## src/rtl/vga_text_pkg.sv

```systemverilog
// Shared encodings for the text writer: FSM states, control characters, default fill byte.
package vga_text_pkg;

    typedef enum logic [1:0] {
        IDLE    = 2'd0,
        CLR_ROW = 2'd1,
        CLR_ALL = 2'd2
    } state_t;

    localparam logic [7:0] CH_LF = 8'h0A;
    localparam logic [7:0] CH_CR = 8'h0D;
    localparam logic [7:0] CH_BS = 8'h08;
    localparam logic [7:0] CH_FF = 8'h0C;

    localparam logic [7:0] BLANK_DEF = 8'h20;

endpackage

```

## src/rtl/vga_text_clear_seq.sv

```systemverilog
// Purpose: walks ascending addresses base..base+len-1, one per cycle, for row/screen clears.
// Latency: first address presented the cycle after start; done marks the last address.
// Backpressure: none; runs to completion once started (reset restarts a full-screen walk).
module vga_text_clear_seq #(
    parameter int ADDR_W    = 6,
    parameter int CNT_W     = 7,
    parameter int RESET_LEN = 64
) (
    input  logic              clk,
    input  logic              reset,
    input  logic              start,
    input  logic [ADDR_W-1:0] base,
    input  logic [CNT_W-1:0]  len,
    output logic              clr_vld,
    output logic [ADDR_W-1:0] clr_addr,
    output logic              done
);

    logic              active;
    logic [CNT_W-1:0]  k;
    logic [CNT_W-1:0]  len_q;
    logic [ADDR_W-1:0] base_q;

    // Reset leaves the walker armed for a whole-screen clear from address 0.
    always_ff @(posedge clk or negedge reset) begin
        if (!reset) begin
            active <= 1'b1;
            k      <= '0;
            len_q  <= CNT_W'(RESET_LEN);
            base_q <= '0;
        end else if (start) begin
            active <= 1'b1;
            k      <= '0;
            len_q  <= len;
            base_q <= base;
        end else if (active) begin
            if (done) active <= 1'b0;
            else      k      <= k + 1'b1;
        end
    end

    assign clr_vld  = active;
    assign clr_addr = base_q + ADDR_W'(k);
    assign done     = active && (k == len_q - 1'b1);

endmodule

```

## src/rtl/vga_text_writer.sv

```systemverilog
// Purpose: byte stream to character-buffer writes with cursor, CR/LF/BS/FF handling and clears.
// Latency: cell write registered one cycle after acceptance; row clear COLS cycles, screen clear COLS*ROWS.
// Backpressure: char_ready high only in IDLE; bytes offered during a clear wait until it finishes.
module vga_text_writer
    import vga_text_pkg::*;
#(
    parameter int         COLS   = 16,
    parameter int         ROWS   = 4,
    parameter int         ADDR_W = 6,
    parameter logic [7:0] BLANK  = BLANK_DEF
) (
    input  logic                     clk,
    input  logic                     reset,
    input  logic [7:0]               char_in,
    input  logic                     char_valid,
    output logic                     char_ready,
    output logic                     wr_en,
    output logic [ADDR_W-1:0]        wr_addr,
    output logic [7:0]               wr_data,
    output logic [$clog2(ROWS)-1:0]  cur_row,
    output logic [$clog2(COLS)-1:0]  cur_col,
    output logic                     busy
);

    localparam int RW    = $clog2(ROWS);
    localparam int CW    = $clog2(COLS);
    localparam int CNT_W = ADDR_W + 1;
    localparam int TOTAL = COLS * ROWS;

    state_t            state;
    logic [RW-1:0]     row;
    logic [CW-1:0]     col;
    logic              accept;
    logic              is_ctrl;
    logic              col_last;
    logic [RW-1:0]     next_row;
    logic [ADDR_W-1:0] cell_addr;
    logic              clr_start;
    logic [ADDR_W-1:0] clr_base;
    logic [CNT_W-1:0]  clr_len;
    logic              clr_vld;
    logic [ADDR_W-1:0] clr_addr;
    logic              clr_done;

    assign char_ready = (state == IDLE);
    assign busy       = !char_ready;
    assign accept     = char_valid && char_ready;
    assign cur_row    = row;
    assign cur_col    = col;

    assign is_ctrl   = (char_in == CH_LF) || (char_in == CH_CR) ||
                       (char_in == CH_BS) || (char_in == CH_FF);
    assign col_last  = (int'(col) == COLS - 1);
    assign next_row  = (int'(row) == ROWS - 1) ? '0 : row + 1'b1;
    assign cell_addr = ADDR_W'(row) * ADDR_W'(COLS) + ADDR_W'(col);

    // The row clear targets the row the cursor is moving onto, not the one it leaves.
    always_comb begin
        clr_start = 1'b0;
        clr_base  = ADDR_W'(next_row) * ADDR_W'(COLS);
        clr_len   = CNT_W'(COLS);
        if (accept) begin
            if (char_in == CH_FF) begin
                clr_start = 1'b1;
                clr_base  = '0;
                clr_len   = CNT_W'(TOTAL);
            end else if (char_in == CH_LF || (!is_ctrl && col_last)) begin
                clr_start = 1'b1;
            end
        end
    end

    vga_text_clear_seq #(
        .ADDR_W    (ADDR_W),
        .CNT_W     (CNT_W),
        .RESET_LEN (TOTAL)
    ) u_clear_seq (
        .clk      (clk),
        .reset    (reset),
        .start    (clr_start),
        .base     (clr_base),
        .len      (clr_len),
        .clr_vld  (clr_vld),
        .clr_addr (clr_addr),
        .done     (clr_done)
    );

    always_ff @(posedge clk or negedge reset) begin
        if (!reset) begin
            state   <= CLR_ALL;
            row     <= '0;
            col     <= '0;
            wr_en   <= 1'b0;
            wr_addr <= '0;
            wr_data <= '0;
        end else begin
            wr_en <= 1'b0;
            case (state)
                IDLE: begin
                    if (accept) begin
                        case (char_in)
                            CH_LF: begin
                                col   <= '0;
                                row   <= next_row;
                                state <= CLR_ROW;
                            end
                            CH_CR: col <= '0;
                            CH_BS: begin
                                if (col != '0) begin
                                    col     <= col - 1'b1;
                                    wr_en   <= 1'b1;
                                    wr_addr <= cell_addr - 1'b1;
                                    wr_data <= BLANK;
                                end
                            end
                            CH_FF: begin
                                row   <= '0;
                                col   <= '0;
                                state <= CLR_ALL;
                            end
                            default: begin
                                wr_en   <= 1'b1;
                                wr_addr <= cell_addr;
                                wr_data <= char_in;
                                if (col_last) begin
                                    col   <= '0;
                                    row   <= next_row;
                                    state <= CLR_ROW;
                                end else begin
                                    col <= col + 1'b1;
                                end
                            end
                        endcase
                    end
                end
                default: begin
                    wr_en   <= clr_vld;
                    wr_addr <= clr_addr;
                    wr_data <= BLANK;
                    if (clr_done) state <= IDLE;
                end
            endcase
        end
    end

endmodule

```

## config.mk

```make
export PLATFORM = sky130hd
export DESIGN_NAME = vga_text_writer
export DESIGN_NICKNAME = d
export VERILOG_FILES = /design/src/rtl/vga_text_pkg.sv /design/src/rtl/vga_text_clear_seq.sv /design/src/rtl/vga_text_writer.sv
export SDC_FILE = /design/constraint.sdc
export NUM_CORES = 1
export LEC_CHECK = 0
export CORE_MARGIN = 8
export CORE_UTILIZATION = 57
export DETAILED_ROUTE_END_ITERATION = 7
export GPL_TIMING_DRIVEN = 1
export PLACE_DENSITY = 0.93
export SETUP_SLACK_MARGIN = 0.5
export SLEW_MARGIN = 20
export SYNTH_ARGS = -nofsm -noshare
export SYNTH_HDL_FRONTEND = slang
export SYNTH_SLANG_ARGS = --single-unit
```

## constraint.sdc

```tcl
create_clock -name clk -period 2.62 [get_ports clk]
set_input_delay 0.655 -clock clk [delete_from_list [all_inputs] [get_ports clk]]
set_output_delay 0.655 -clock clk [all_outputs]
set_load 0.01 [all_outputs]
```

==> results.cfg <==
[timing]
fin_ws_ns = 0.545
fin_crit_sh = 0.792
tightest_slew_ns = 0.535
skew_ns = 0.00791
setup_viol = 0
hold_viol_final = 0
max_clock_freq_ghz = 0.482
slew_violations = 0
maxSlewHeadroom = 0.639
period_needed_ns = 2.07
rsz0062_at_grt = false
tns_ns = 0

[drt]
initialDrtViolationCount = 119
firstDrtPassIters = 4
wl_per_cell_um = 17.8
viasPerCell = 5.90
drc = 0
vias = 1699
route.antenna.remaining_nets = 0
wirelength_um = 5130

[hold_path]
min_path_type = flip-flop to flip-flop
whs_path_depth = 1

[clocking]
clock_tree.buffer_depth = 2
postCtsSetupRepairBufs = 0
clk_pin_slew_ns = 0.11
cts_tree = built
cts_max_level = 2
clkSinkCount = 35
cts-root-buf = clkbuf_4
numCtsBuffers = 5
clk_latency_ns = 0.34

[critical_path]
crit_type = flip-flop to primary output
cp_max_fo = 8
critPathRequiredTime_ns = 1.97
worstPathArrival_ns = 1.42
endpoint_kind = primary output
path_depth = 1
path_buf_inv = 1
critPathLaunchType = flip-flop
worst_r2r_path_depth = 6
path_cells = clkdlybuf4s50_1
crit_family = buffers and inverters
slowest_stage = clkdlybuf4s50_1
critical_path.max_stage_delay_ns = 0.59

[synth]
synthArstFlopShare = 1.00
synth_nets = 215
synth_top_family_by_area = simple AND/OR/NAND/NOR gates
syn_area_mm2 = 0.00197
yosys.area_share.adder = 0.0444
synth-compound-area-share = 0.172
synth_xor_area_frac = 0.0444
synth_flop_cell = dfrtp_1
synth_seq_cells = 35
yosysSeqAreaShare = 0.446
synth_mux_area_frac = 0.0520
ys_warn_count = 0
avgSynthCellArea_um2 = 10.0
synthCells = 197
synthSimpleGateAreaFrac = 0.206
synth_cell_type_count = 56
synth_edf_count = 0

[layout]
final_common_cell = dfrtp_1
fin_cells = 288
area_delta_synth_final_pct = 30.4
antenna_cells = 0
layout_common_cells = dfrtp_1 (29), clkdlybuf4s50_1 (25), nor2_1 (21), nand2_1 (20)
nNetsFinal = 259
drive_gt1_frac = 0.182

[pwr]
power.density_mw_per_mm2 = 1080
p_leak_nw = 1.15
power.total_w = 0.00278
ir_worst_vdd_mv = 0.701

[placed_design]
dpl.hpwl_um = 3680
gp_congestion = 0.886
place_ws_ns = 0.0478
dp_cells = 279
port_buffers = 33

[grt]
grt_pass1_wl_um = 8230
overflow = 0
grt_pass1_vias = 1730
antenna_found_initial = 0
grt_start_max_net_pins = 36
grt.total_usage = 0.193

[floorplanning]
start_util = 0.592
core-area_mm2 = 0.00334
die_x_um = 74.9
fp.dieH_um = 74.9
pin_count = 34
rows = 21
die_area_mm2 = 0.00560

[run_status]
status = complete, no violations

[job]
cap_violations = 0
-- registers in the layout, summed over array words and instances, names as in the netlist --
| name | count |
|---|---|
| u_clear_seq.clr_vld | 1 |
| u_clear_seq.base_q | 2 |
| cur_row | 2 |
| u_clear_seq.len_q | 2 |
| wr_en | 1 |
| wr_data | 8 |
| wr_addr | 6 |
| state | 2 |
| u_clear_seq.k | 7 |
| cur_col | 4 |
-- layout make-up --
class | instances | area [µm²]
multi-input combinational | 148 | 1050
sequential | 35 | 883
fill | 234 | 762
timing repair buffer | 44 | 454
clock inverter | 2 | 60.1
tap | 46 | 57.6
clock buffer | 6 | 41.3
inverter | 7 | 28.8
-- per-stage QoR --
step,hold slack (ns),cell area [µm²],utilization
global route,0.521,2570,0.772
floorplan,0.359,1970,-
CTS,0.499,2530,0.759
finish,0.499,2570,0.772
global placement,0.452,2420,0.725
detailed placement,0.466,2420,0.725
-- cell usage after synthesis (3+ instances only) --
library cell | instances | area share
dfrtp_1 | 32 | 0.41
nor2_1 | 21 | 0.040
nand2_1 | 20 | 0.038
mux2i_1 | 8 | 0.041
ha_1 | 7 | 0.044
a21oi_1 | 6 | 0.015
a22o_1 | 6 | 0.027
inv_1 | 6 | 0.011
nand3_1 | 6 | 0.015
o21ai_0 | 6 | 0.015
nand4_1 | 5 | 0.016
xnor2_1 | 5 | 0.022
xor2_1 | 5 | 0.022
a31oi_1 | 4 | 0.013
buf_2 | 4 | 0.010
o21ai_1 | 4 | 0.010
dfstp_2 | 3 | 0.040
nor3b_1 | 3 | 0.011
o21a_1 | 3 | 0.011
-- logic make-up after synthesis --
logic type	Yosys count
compound gates	46
xor+xnor	10
fa+ha+maj	7
buf+inv	14
flops	35
mux	10
simple gates	75
-- repair_timing --
item	4_1_cts	5_1_grt
gates cloned	0	1
gates resized for setup	12	8
hold buffers	0	0
hold endpoints to repair	0	0
setup endpoints to repair	15	23
pin swaps	1	3
-- metal layers --
layer  vias up  global-route usage  share of wire
li1        797                   -              -
met1       835               0.238           0.42
met2        61               0.321           0.51
met3         6              0.0453          0.064
met4         0              0.0696          0.014
met5         -                   0              0
-- final timing paths --
| kind | startpoint | endpoint | slack [ns] |
|---|---|---|---|
| worst max-delay path | cur_col[1] | cur_col[1] | 0.55 |
| worst min-delay path | state[0] | state[0] | 0.50 |
| worst max register to register | cur_col[1] | u_clear_seq.base_q[4] | 0.68 |
| worst min register to register | state[0] | state[0] | 0.50 |
| max in group asynchronous | reset | cur_col[2] | 1.58 |
| min in group asynchronous | reset | wr_addr[4] | 0.70 |
-- report_power, final --
part           leakage [nW]  internal (W)  switching [W]  total [W]
clock network        0.0525      0.000298       0.000184   0.000481
logic                 0.672      0.000646       0.000616    0.00126
registers             0.423      0.000778       0.000257    0.00103
Note: power is estimated with default switching activity, not from simulation.
